**config.mk**
```make
export PLATFORM = sky130hd
export DESIGN_NAME = fifo_status_monitor
export DESIGN_NICKNAME = d
export VERILOG_FILES = /design/src/rtl/fifo_mon_pkg.sv /design/src/rtl/fifo_chan_monitor.sv /design/src/rtl/fifo_status_monitor.sv
export SDC_FILE = /design/constraint.sdc
export NUM_CORES = 1
export LEC_CHECK = 0
export CORE_MARGIN = 1
export CORE_UTILIZATION = 55
export CTS_CLUSTER_DIAMETER = 150
export CTS_CLUSTER_SIZE = 12
export DETAILED_ROUTE_END_ITERATION = 7
export HOLD_SLACK_MARGIN = 0.06
export PLACE_DENSITY = 0.85
export RECOVER_POWER = 100
export SLEW_MARGIN = 30
export SYNTH_ARGS = -nofsm -noshare
export SYNTH_HDL_FRONTEND = slang
export SYNTH_SLANG_ARGS = --single-unit
```
**constraint.sdc**
```tcl
create_clock -name clk -period 2 [get_ports clk]
set_input_delay 0.2 -clock clk [delete_from_list [all_inputs] [get_ports clk]]
set_output_delay 0.2 -clock clk [all_outputs]
set_load 0.01 [all_outputs]
```
**src/rtl/fifo_mon_pkg.sv**
```systemverilog
// Shared definitions for the FIFO health monitor: channel limit and
// bit positions of the fields inside one readback word.
package fifo_mon_pkg;

  localparam int MAX_NCH = 16;

  // Readback word layout, MSB first: {ovf_flag, unf_flag, ovf_count, unf_count}
  function automatic int OVF_FLAG_BIT(input int cw);
    return 2 * cw + 1;
  endfunction

  function automatic int UNF_FLAG_BIT(input int cw);
    return 2 * cw;
  endfunction

  function automatic int OVF_CNT_LSB(input int cw);
    return cw;
  endfunction

  function automatic int UNF_CNT_LSB(input int cw);
    return 0;
  endfunction

endpackage

```
**src/rtl/fifo_chan_monitor.sv**
```systemverilog
// One channel of the monitor: sticky overflow/underflow flags and their
// saturating event counters.
module fifo_chan_monitor
  import fifo_mon_pkg::*;
#(
  parameter int CW = 8
) (
  input  logic          clk,
  input  logic          reset,
  input  logic          ovf_evt,
  input  logic          unf_evt,
  input  logic          clear,
  output logic          ovf_flag,
  output logic          unf_flag,
  output logic [CW-1:0] ovf_count,
  output logic [CW-1:0] unf_count
);

  localparam logic [CW-1:0] CNT_MAX = '1;
  localparam logic [CW-1:0] CNT_ONE = CW'(1);

  logic          ovf_flag_q, ovf_flag_d;
  logic          unf_flag_q, unf_flag_d;
  logic [CW-1:0] ovf_count_q, ovf_count_d;
  logic [CW-1:0] unf_count_q, unf_count_d;

  // A clear coinciding with an event restarts from that event, so it is never lost.
  always_comb begin
    ovf_flag_d  = ovf_flag_q;
    ovf_count_d = ovf_count_q;
    if (clear) begin
      ovf_flag_d  = ovf_evt;
      ovf_count_d = ovf_evt ? CNT_ONE : '0;
    end else if (ovf_evt) begin
      ovf_flag_d = 1'b1;
      if (ovf_count_q != CNT_MAX) begin
        ovf_count_d = ovf_count_q + CNT_ONE;
      end
    end
  end

  always_comb begin
    unf_flag_d  = unf_flag_q;
    unf_count_d = unf_count_q;
    if (clear) begin
      unf_flag_d  = unf_evt;
      unf_count_d = unf_evt ? CNT_ONE : '0;
    end else if (unf_evt) begin
      unf_flag_d = 1'b1;
      if (unf_count_q != CNT_MAX) begin
        unf_count_d = unf_count_q + CNT_ONE;
      end
    end
  end

  always_ff @(posedge clk) begin
    if (reset) begin
      ovf_flag_q  <= 1'b0;
      unf_flag_q  <= 1'b0;
      ovf_count_q <= '0;
      unf_count_q <= '0;
    end else begin
      ovf_flag_q  <= ovf_flag_d;
      unf_flag_q  <= unf_flag_d;
      ovf_count_q <= ovf_count_d;
      unf_count_q <= unf_count_d;
    end
  end

  assign ovf_flag  = ovf_flag_q;
  assign unf_flag  = unf_flag_q;
  assign ovf_count = ovf_count_q;
  assign unf_count = unf_count_q;

endmodule

```
**src/rtl/fifo_status_monitor.sv**
```systemverilog
// Multi-channel FIFO overflow/underflow monitor with registered host
// readback and an aggregated, maskable interrupt.
module fifo_status_monitor
  import fifo_mon_pkg::*;
#(
  parameter int NCH   = 4,
  parameter int CW    = 8,
  parameter int SEL_W = 4
) (
  input  logic                clk,
  input  logic                reset,
  input  logic [NCH-1:0]      fifo_full,
  input  logic [NCH-1:0]      fifo_empty,
  input  logic [NCH-1:0]      fifo_wr,
  input  logic [NCH-1:0]      fifo_rd,
  input  logic [NCH-1:0]      clear,
  input  logic [NCH-1:0]      irq_mask,
  input  logic [SEL_W-1:0]    rd_sel,
  output logic [2*CW+1:0]     rd_data,
  output logic [NCH-1:0]      ovf_flags,
  output logic [NCH-1:0]      unf_flags,
  output logic                irq
);

  localparam int NCH_EFF = (NCH < MAX_NCH) ? NCH : MAX_NCH;

  logic [CW-1:0] ovf_count [NCH_EFF];
  logic [CW-1:0] unf_count [NCH_EFF];

  logic [2*CW+1:0] rd_data_q, rd_data_d;
  logic            irq_q, irq_d;

  genvar gi;
  generate
    for (gi = 0; gi < NCH_EFF; gi++) begin : g_chan
      fifo_chan_monitor #(
        .CW(CW)
      ) u_chan (
        .clk      (clk),
        .reset    (reset),
        .ovf_evt  (fifo_wr[gi] & fifo_full[gi]),
        .unf_evt  (fifo_rd[gi] & fifo_empty[gi]),
        .clear    (clear[gi]),
        .ovf_flag (ovf_flags[gi]),
        .unf_flag (unf_flags[gi]),
        .ovf_count(ovf_count[gi]),
        .unf_count(unf_count[gi])
      );
    end
  endgenerate

  // Any select outside the populated channels falls through to zero.
  always_comb begin
    rd_data_d = '0;
    for (int i = 0; i < NCH_EFF; i++) begin
      if (rd_sel == SEL_W'(i)) begin
        rd_data_d[OVF_FLAG_BIT(CW)]         = ovf_flags[i];
        rd_data_d[UNF_FLAG_BIT(CW)]         = unf_flags[i];
        rd_data_d[OVF_CNT_LSB(CW) +: CW]    = ovf_count[i];
        rd_data_d[UNF_CNT_LSB(CW) +: CW]    = unf_count[i];
      end
    end
  end

  always_comb begin
    irq_d = |((ovf_flags | unf_flags) & irq_mask);
  end

  always_ff @(posedge clk) begin
    if (reset) begin
      rd_data_q <= '0;
      irq_q     <= 1'b0;
    end else begin
      rd_data_q <= rd_data_d;
      irq_q     <= irq_d;
    end
  end

  assign rd_data = rd_data_q;
  assign irq     = irq_q;

endmodule

```
# After elaboration in Yosys (flattened, before gate mapping)

Index checks and enable logic that the tools add are counted.
Widths: inputs -> output; s select.

Logic and storage cells: 125
Bits of input ports: 30
Flip-flop bits (word level): 91
Output and inout port bits: 27

Eq/ne operators: 11
Reductions and logical operators: 26
Mux-type cells: 52
Add/subtract/negate cells: 8
Bitwise logic cells: 10

Operators by type and width:

| kind                | number |
|---|---|
| $mux 8              | 24 |
| $mux 18             | 4 |
| $add 8x1->8 const B | 8 |
| $ne 8x8->1 const B  | 8 |
| $reduce_bool 2->1   | 16 |
| $mux 1              | 24 |
| $reduce_and 2->1    | 8 |
| $and 1x1->1         | 8 |
| $eq 4x2->1 const B  | 2 |
| $and 4x4->4         | 1 |
| $eq 4x1->1 const B  | 1 |
| $logic_not 4->1     | 1 |
| $or 4x4->4          | 1 |
| $reduce_or 4->1     | 1 |

# Logic depth before layout (Yosys ltp)

Word-level depth: 5
Mapped depth: 6
Mapped depth without buffers: 5

# Cells and area by module

Synthesis repeated with hierarchy kept, for this count alone.

Cells, all modules: 532
Area total of the unflattened synthesis: 4810.9 µm²

By module, submodules not included:

| module              | area an instance (µm²) | cells each | times used | seq. area each (µm²) |
|---|---|---|---|---|
| fifo_chan_monitor   | 929.6                  | 108        | 4          | 360.3 |
| fifo_status_monitor | 1092.3                 | 100        | 1          | 380.4 |

# Worst setup path before layout

Ideal clock, no wire load.

Path kind: register to register
Start: register g_chan[2].u_chan.unf_count_q[0]
End: register g_chan[2].u_chan.unf_count_q[4]
Cell stages (with the launch flop): 7
Period minus slack after synthesis: 1.591 ns
Arrival time: 1.464 ns
Data required time: 1.872 ns
Buffers on the path: 1
Setup time: 0.128 ns
Setup slack: 0.409 ns
Path through: dfxtp_1 > ha_1 > and4_1 > buf_2 > a2111oi_2 > xnor2_1 > nor2_1

Cells in the longest elaborated chain, start to end: 4
Elaborated cells between the ends (all ways): 7
Classes of those cells: 1 x add/sub; 1 x eq/ne; 3 x mux; 2 x reduce/logical

RTL lines:

| what                   | line                    | RTL |
|---|---|---|
| start, declared        | fifo_chan_monitor.sv:25 | `logic [CW-1:0] unf_count_q, unf_count_d;` |
| start signal, assigned | fifo_chan_monitor.sv:66 | `unf_count_q <= unf_count_d;` |
| $add 8x1->8            | fifo_chan_monitor.sv:51 | `unf_count_d = unf_count_q + CNT_ONE;` |
| $mux 8                 | fifo_chan_monitor.sv:50 | `if (unf_count_q != CNT_MAX) begin` |
| $mux 8                 | fifo_chan_monitor.sv:48 | `end else if (unf_evt) begin` |
| $mux 8                 | fifo_chan_monitor.sv:45 | `if (clear) begin` |

Several ways; a longest one is shown, not always the timed one. The select of a mux whose other input is x is not followed.
A chain may end at the register's enable or synchronous reset.

# Worst setup path in the final report

Start: input port rd_sel[0]
End: register rd_data_q[15] (netlist: rd_data[15])

Cells in the longest elaborated chain, start to end: 5
Elaborated cells between the ends (all ways): 8
Classes of those cells: 3 x eq/ne; 4 x mux; 1 x reduce/logical

RTL lines:

| what                  | line                      | RTL |
|---|---|---|
| start, declared       | fifo_status_monitor.sv:18 | `input logic [SEL_W-1:0] rd_sel,` |
| $logic_not 4->1       | fifo_status_monitor.sv:56 | `if (rd_sel == SEL_W'(i)) begin` |
| $mux 18 (3 in series) | fifo_status_monitor.sv:56 |  |
| $mux 18 *             | fifo_status_monitor.sv:56 |  |
| end signal, assigned  | fifo_status_monitor.sv:74 | `rd_data_q <= rd_data_d;` |
| end, declared         | fifo_status_monitor.sv:30 | `logic [2*CW+1:0] rd_data_q, rd_data_d;` |

Every way passes the cells marked *; elsewhere a longest branch is shown, timed or not.

==> report_table.html <==
<table>
<tr><th>Metric</th><th>Value</th></tr>
<tr><th colspan="2">Run status</th></tr>
<tr><td>Result of the run</td><td>finished, final reports clean</td></tr>
<tr><th colspan="2">Setup path</th></tr>
<tr><td>Critical path fanouts, max</td><td>18</td></tr>
<tr><td>Category of the worst setup path launch point</td><td>input pin</td></tr>
<tr><td>Worst-path cell with the longest stage delay</td><td>sky130_fd_sc_hd__dlygate4sd3_1</td></tr>
<tr><td>CP Capture Type</td><td>flip-flop</td></tr>
<tr><td>Req. time, crit path</td><td>2.28 ns</td></tr>
<tr><td>Type of the worst setup path</td><td>in2reg</td></tr>
<tr><td>Top delay family on crit path</td><td>buffers and inverters</td></tr>
<tr><td>Chain of cells forming the critical path</td><td>dlygate4sd3_1, nor4bb_1, clkbuf_2, a22oi_1, a21oi_1</td></tr>
<tr><td>Largest stage delay on the critical path</td><td>0.71 ns</td></tr>
<tr><td>Worst EP arrival</td><td>2.13 ns</td></tr>
<tr><td>Buf+Inv Stages, Crit Path</td><td>2</td></tr>
<tr><th colspan="2">Pwr</th></tr>
<tr><td>Worst vdd ir</td><td>0.417 mV</td></tr>
<tr><td>Share of total power in the clock network</td><td>0.402</td></tr>
<tr><td>Sw Ratio</td><td>0.226</td></tr>
<tr><td>Pwr per Cell Area</td><td>677 mW/mm2</td></tr>
<tr><td>Combinational Power Share</td><td>0.079</td></tr>
<tr><td>Design internal power</td><td>2790 uW</td></tr>
<tr><td>Net switching power figure</td><td>813 uW</td></tr>
<tr><td>Post-route total power</td><td>3600 uW</td></tr>
<tr><td>Portion of total power attributed to sequential cells</td><td>0.519</td></tr>
<tr><td>LEAKAGE</td><td>0.00186 uW</td></tr>
<tr><th colspan="2">Floorplan</th></tr>
<tr><td>Standard-cell rows</td><td>32</td></tr>
<tr><td>Initial cell density of the core</td><td>0.574</td></tr>
<tr><td>IO Pins</td><td>57</td></tr>
<tr><td>Core footprint</td><td>0.00777 mm2</td></tr>
<tr><td>Overall die width</td><td>92.0 um</td></tr>
<tr><td>Floorplan die area</td><td>0.00847 mm2</td></tr>
<tr><td>Floorplan die height</td><td>92.0 um</td></tr>
<tr><th colspan="2">STA</th></tr>
<tr><td>Maximum frequency from static timing analysis</td><td>540 MHz</td></tr>
<tr><td>Number of max-slew violations in the final report</td><td>0</td></tr>
<tr><td>Clock period minus final worst setup slack</td><td>1.85 ns</td></tr>
<tr><td>Hold Fails Final Rpt</td><td>0</td></tr>
<tr><td>Worst Max-Slew Pin Slew</td><td>0.533 ns</td></tr>
<tr><td>Final WS setup</td><td>0.147 ns</td></tr>
<tr><td>Final worst path period share</td><td>0.926</td></tr>
<tr><td>Max Clock Skew</td><td>0.0109 ns</td></tr>
<tr><td>Final total negative setup slack</td><td>0 ns</td></tr>
<tr><td>Final Setup Violations</td><td>0</td></tr>
<tr><td>Unrepaired setup endpoints after global routing</td><td>false</td></tr>
<tr><td>Worst-case headroom to the max-slew limit</td><td>0.642</td></tr>
<tr><th colspan="2">Flow run</th></tr>
<tr><td># Max-Cap Violations</td><td>0</td></tr>
<tr><th colspan="2">Routing</th></tr>
<tr><td>Mean routed wirelength per cell</td><td>18.7 um</td></tr>
<tr><td>Via total after detailed routing</td><td>4293</td></tr>
<tr><td>Number of design-rule violations left by the first detailed-router iteration</td><td>377</td></tr>
<tr><td>Antenna-violating nets left</td><td>0</td></tr>
<tr><td>DR vias/cell</td><td>6.49</td></tr>
<tr><td>Wire length reported by the detailed router</td><td>12.4 mm</td></tr>
<tr><td>Number of optimization iterations in the first detailed-route pass</td><td>5</td></tr>
<tr><td>DRC violation count after routing</td><td>0</td></tr>
<tr><th colspan="2">Clock network</th></tr>
<tr><td>Number of gates resized after cts</td><td>0</td></tr>
<tr><td>CTS tree</td><td>yes</td></tr>
<tr><td>Hold-fix buffers, CTS</td><td>0</td></tr>
<tr><td>Number of buffers created by CTS</td><td>9</td></tr>
<tr><td>Deepest level of the CTS H-tree</td><td>3</td></tr>
<tr><td>TritonCTS sink count</td><td>91</td></tr>
<tr><td>Clock latency reported for the late side of the worst-skew pair</td><td>0.36 ns</td></tr>
<tr><td>Clock-pin slew on the worst setup and hold paths</td><td>0.09 ns</td></tr>
<tr><td>Longest Clk Path Bufs</td><td>2</td></tr>
<tr><td>Cell chosen for the clock root</td><td>sky130_fd_sc_hd__clkbuf_8</td></tr>
<tr><td>Number of post-CTS setup repair buffers</td><td>0</td></tr>
<tr><th colspan="2">Placed design</th></tr>
<tr><td>Total placed cells including tap cells</td><td>646</td></tr>
<tr><td>Buffers added on ports</td><td>56</td></tr>
<tr><td>HPWL after detailed placement</td><td>9.19 mm</td></tr>
<tr><td>Dpl ws</td><td>0.162 ns</td></tr>
<tr><td>Placer Congestion</td><td>0.901</td></tr>
<tr><th colspan="2">Global routing</th></tr>
<tr><td>First-pass GRT wire length</td><td>19.8 mm</td></tr>
<tr><td>Busiest grt layer</td><td>met2</td></tr>
<tr><td>Met2 capacity usage during global routing</td><td>0.474</td></tr>
<tr><td>Initial antenna violation count</td><td>0</td></tr>
<tr><td>Met1 demand-to-capacity share in global routing</td><td>0.388</td></tr>
<tr><td>Grt total ovfl</td><td>0</td></tr>
<tr><td>Met3 Use GR</td><td>0.0547</td></tr>
<tr><td>Number of global-route vias before repair</td><td>3945</td></tr>
<tr><td>All-layer global routing usage</td><td>0.301</td></tr>
<tr><td>Maximum number of pins on one net before global-route repair</td><td>22</td></tr>
<tr><th colspan="2">Logic synthesis</th></tr>
<tr><td>Top area cells in the synthesized netlist</td><td>sky130_fd_sc_hd__dfxtp_1 (41%), sky130_fd_sc_hd__a22oi_1 (6.1%), sky130_fd_sc_hd__a21oi_1 (5.7%), sky130_fd_sc_hd__nor2_1 (3.7%), sky130_fd_sc_hd__nand3_1 (2.6%)</td></tr>
<tr><td>Cell type with the highest aggregate area in the netlist</td><td>sky130_fd_sc_hd__dfxtp_1</td></tr>
<tr><td>Number of enable flip-flop cells after synthesis</td><td>0</td></tr>
<tr><td>Share of the synthesized netlist area taken by xor and xnor gates</td><td>0.0354</td></tr>
<tr><td>Largest family of logic cells by synthesized area</td><td>compound AO/OA/AOI/OAI gates</td></tr>
<tr><td>Avg Inst Size Synth</td><td>8.92 um2</td></tr>
<tr><td>Most common flop cell mapped by yosys</td><td>sky130_fd_sc_hd__dfxtp_1</td></tr>
<tr><td>Top-area cell type share of the netlist area</td><td>0.409</td></tr>
<tr><td>Proportion of register bits with asynchronous set or reset after synthesis</td><td>0</td></tr>
<tr><td>Synthesized instance count</td><td>500</td></tr>
<tr><td>Net count of the mapped netlist</td><td>538</td></tr>
<tr><td>Flip-flop and latch count after synthesis</td><td>91</td></tr>
<tr><td>Sequential share of the synthesized area</td><td>0.409</td></tr>
<tr><td>Area of the mapped netlist</td><td>0.00446 mm2</td></tr>
<tr><td>Total number of yosys warnings</td><td>0</td></tr>
<tr><td>Multiplexer share of the synthesized area</td><td>0.0275</td></tr>
<tr><td>Post-synthesis cell type count</td><td>64</td></tr>
<tr><td>Area share of fa/ha/maj cells after synthesis</td><td>0.0225</td></tr>
<tr><td>Simple-gate share of the synthesized area</td><td>0.214</td></tr>
<tr><td>Share of the synthesized area in compound gates (AO/OA/AOI/OAI)</td><td>0.248</td></tr>
<tr><th colspan="2">Final layout</th></tr>
<tr><td>Non-filler cells in the finished layout</td><td>661</td></tr>
<tr><td>Fraction of layout cells with a size suffix above 1</td><td>0.0751</td></tr>
<tr><td>Antenna Cells</td><td>0</td></tr>
<tr><td>Filler Cells Inserted</td><td>618</td></tr>
<tr><td>Register cell area after layout</td><td>0.00182 mm2</td></tr>
<tr><td>Area Growth Syn to Fin</td><td>19.3%</td></tr>
<tr><td>Area of combinational cells with multiple inputs</td><td>0.00243 mm2</td></tr>
<tr><td>Final Net Count</td><td>593</td></tr>
<tr><th colspan="2">Min path</th></tr>
<tr><td>Worst min-delay path category</td><td>reg2reg</td></tr>
</table>
==> synth_stat cells (8+ instances only) <==
cell type,instances
sky130_fd_sc_hd__xnor2_1,8
sky130_fd_sc_hd__clkbuf_1,12
sky130_fd_sc_hd__and3_1,10
sky130_fd_sc_hd__a22oi_1,36
sky130_fd_sc_hd__inv_1,9
sky130_fd_sc_hd__a21oi_1,51
sky130_fd_sc_hd__dfxtp_1,91
sky130_fd_sc_hd__mux2i_1,10
sky130_fd_sc_hd__nand4_1,12
sky130_fd_sc_hd__nand2_1,28
sky130_fd_sc_hd__xor2_1,10
sky130_fd_sc_hd__a211oi_1,8
sky130_fd_sc_hd__ha_1,8
sky130_fd_sc_hd__nand3_1,23
sky130_fd_sc_hd__nor2_1,44
sky130_fd_sc_hd__o21ai_0,14
sky130_fd_sc_hd__buf_4,9
==> final timing paths <==
kind                                               startpoint                            end  slack, ns  depth (start not counted)
worst max-delay path                                rd_sel[0]                    rd_data[15]       0.15                          5
worst min-delay path                g_chan[3].u_chan.unf_flag      g_chan[3].u_chan.unf_flag       0.54                          2
worst min register to register      g_chan[3].u_chan.unf_flag      g_chan[3].u_chan.unf_flag       0.54                          2
worst max register to register  g_chan[3].u_chan.ovf_count[0]  g_chan[3].u_chan.ovf_count[1]       0.16                          5
==> metrics by stage <==
stage / area [um2] / utilization / hold WS, ns
final: 5320 / 0.685 / 0.540
after global routing: 5320 / 0.685 / 0.555
after CTS: 5350 / 0.689 / 0.530
after detailed placement: 5120 / 0.659 / 0.521
after global placement: 5120 / 0.659 / 0.497
after floorplan: 4460 / - / 0.307
==> power groups by stage <==
stage          Combinational [uW]  Sequential (uW)  Clock [uW]
6_report                      285             1870        1450
5_1_grt                       309             1870        1540
4_1_cts                       293             1870        1460
3_5_place_dp                  291             1910           0
3_3_place_gp                  283             1910           0
2_1_floorplan                 155             1900           0
==> cells in the final DEF (no fill, tap or decap), types with 8 or more instances in the layout <==
cell type	netlist	final
sky130_fd_sc_hd__dfxtp_1	91	91
sky130_fd_sc_hd__a21oi_1	51	52
sky130_fd_sc_hd__nor2_1	44	44
sky130_fd_sc_hd__a22oi_1	36	36
sky130_fd_sc_hd__dlygate4sd3_1	0	30
sky130_fd_sc_hd__nand2_1	28	28
sky130_fd_sc_hd__clkdlybuf4s50_1	0	26
sky130_fd_sc_hd__nand3_1	23	23
sky130_fd_sc_hd__o21ai_0	14	16
sky130_fd_sc_hd__nand4_1	12	12
sky130_fd_sc_hd__buf_4	9	12
sky130_fd_sc_hd__mux2i_1	10	10
sky130_fd_sc_hd__and3_1	10	10
sky130_fd_sc_hd__xor2_1	10	10
sky130_fd_sc_hd__inv_1	9	9
sky130_fd_sc_hd__clkbuf_8	1	9
sky130_fd_sc_hd__xnor2_1	8	8
sky130_fd_sc_hd__a211oi_1	8	8
sky130_fd_sc_hd__ha_1	8	8
==> flip-flops by register name (all words and copies together) (netlist names) <==
| name | count |
|---|---|
| g_chan.u_chan.unf_count | 32 |
| g_chan.u_chan.ovf_count | 32 |
| rd_data | 18 |
| irq | 1 |
| g_chan.u_chan.unf_flag | 4 |
| g_chan.u_chan.ovf_flag | 4 |
==> metal layers <==
| layer | wire length (um) | vias to the layer above |
|---|---|---|
| met2 | 5820 | 225 |
| met1 | 5100 | 2039 |
| met3 | 999 | 33 |
| met5 | 0 | - |
| met4 | 457 | 0 |
| li1 | - | 1996 |
==> layout make-up <==
class | count | share of cell area
inverters | 9 | 0.00635
clock inverters | 5 | 0.0193
well taps | 102 | 0.0240
multi-input cells | 371 | 0.458
repair buffers | 73 | 0.126
flip-flops and latches | 91 | 0.343
clock buffers | 10 | 0.0240
==> worst reg2reg max path: cells and delay by family, from the launching register on <==
kind / cells / cell delay, ns
simple gates: 2 / 0.27
flops: 1 / 0.48
fa+ha+maj: 1 / 0.27
compound gates: 1 / 0.46
mux: 1 / 0.25
==> cell families after synthesis <==
kind of cell,Yosys count
AND/OR/NAND/NOR,172
AO/OA/AOI/OAI,161
flip-flops,91
buffers and inverters,38
XOR/XNOR,18
multiplexers,12
adder cells (fa/ha/maj),8
No activity file was read; power rests on OpenSTA's default activity.
==> RTL change (same settings) <==
Reset style: asynchronous (`reset`), changed in 2 clocked blocks.
--- a/src/rtl/fifo_chan_monitor.sv
+++ b/src/rtl/fifo_chan_monitor.sv
@@ -53,7 +53,7 @@
     end
   end
 
-  always_ff @(posedge clk) begin
+  always_ff @(posedge clk or posedge reset) begin
     if (reset) begin
       ovf_flag_q  <= 1'b0;
       unf_flag_q  <= 1'b0;
--- a/src/rtl/fifo_status_monitor.sv
+++ b/src/rtl/fifo_status_monitor.sv
@@ -66,7 +66,7 @@
     irq_d = |((ovf_flags | unf_flags) & irq_mask);
   end
 
-  always_ff @(posedge clk) begin
+  always_ff @(posedge clk or posedge reset) begin
     if (reset) begin
       rd_data_q <= '0;
       irq_q     <= 1'b0;
Formal check against the unedited RTL: differs if reset is asserted again (counterexample within 4 cycles, from zero or initial values and one cycle with reset high); with reset held inactive, the same outputs for 10 cycles.
==> RTL change against the original RTL <==
Sequential share of layout area rose by 5.9 points; routed wire length down 7.9%; clock skew is 0.0023 ns lower; via count decreased by 8.8%; worst setup slack better by 0.067 ns; total power down 3.1%; combinational power is 35% higher; highest routed layer unchanged; sequential cell count is the same; area after synthesis is 11% higher; final area rose by 6.7%.
==> RTL change: results (changes against the original RTL) <==
[status]
status=finished, final reports clean

[synthesis]
synth_fp_nets=494  ; -8.2%
synth_area_leaders=dfrtp_1, mux4_2, nor2_1, nor2b_1, a21oi_1
synth-compound-area-share_pct=12.63  ; -12 points
synth.mux.area_fraction_pct=10.58  ; +7.8 points
synth-xor-area-share_pct=3.196  ; -0.34 points
async_flop_share_pct=100.0  ; +100 points
synth-seq-area-share_pct=46.16  ; +5.3 points
synthAdderAreaFrac_pct=2.029  ; -0.22 points

[grt]
track_usage_pct=25.47  ; -4.6 points
grt_pass1_vias=3818  ; -3.2%
grt_pass1_wl_um=18840  ; -4.8%

[place]
dp.final_hpwl_um=8476  ; -7.8%
place_congestion=0.8687  ; -3.6%
placed_area_um2=5603  ; +9.5%

[critical_path]
cp-startpoint=g_chan[3].u_chan.ovf_count[0]
crit_fanout=5  ; -13
reg2reg_slack_ns=0.21  ; +0.05 ns
cp.arrival_ns=2.04  ; -0.09 ns
critical-path-max-stage-delay_ns=0.44  ; -0.27 ns
path_class=reg -> reg
r2r_end=g_chan[3].u_chan.ovf_count[5]

[routing]
dr.pass1.iters=4  ; -1
first_iter_violations=265  ; -30%
avgRoutedWirePerCell_um=18.33  ; -2.1%

[finish]
buffers=68  ; -6.8%
antenna_cells=1  ; +1
sh_seq_area_pct=40.14  ; +5.9 points
num-multi-input-gates=323  ; -13%
multi_input_area_um2=2384  ; -2.1%
n_sequential_cell=91  ; unchanged
fin_nets=546  ; -7.9%
buf_share_pct=11.27  ; -1.4 points
inv_count=15  ; +6
clockNetworkAreaShare_pct=3.132  ; -1.2 points

[pwr]
comb_power_share_pct=11.0  ; +3.1 points
vdd_drop_max_uv=437.7  ; +5.0%
static-leakage-power_nw=2.398  ; +29%
seq_power_share_pct=56.2  ; +4.3 points

[die]
fp.coreArea_um2=8721  ; +12%

[timing]
skew_ns=0.008640  ; -0.002286 ns

[min_path]
hp-class=in -> async

## RTL change: changes by cell type in the layout (fill, tap and decap cells not counted), moves of 7 or more
cell	delta
mux4_2	+18
a22oi_1	-36
dfrtp_1	+91
buf_4	-8
dfxtp_1	-91
nand2_1	-8
nor3_1	+10
o31ai_1	-7
nor2b_1	+18
a21oi_1	-29
## RTL change: stage by stage
step           hold slack [ns]  power (W)  setup WS [ns]
3_5_place_dp            0.5416   0.002408         0.2769
6_report                0.3994   0.003491         0.2149
5_1_grt                 0.4439   0.003642         0.1048
4_1_cts                 0.1963   0.003536         0.2623
2_1_floorplan           0.3341   0.002217         0.4563
3_3_place_gp            0.5262   0.002388         0.3081
## RTL change: layer usage
metal  routed length, µm  share of wire, %  vias to the layer above  global-route usage, %
li1                    -                 -                     1800                      -
met1                4954                43                     1938                  36.26
met2                5500                48                      162                  39.38
met3                 736               6.5                       16                  4.624
met4                 210               1.8                        0                  9.300
met5                   0                 0                        -                      0
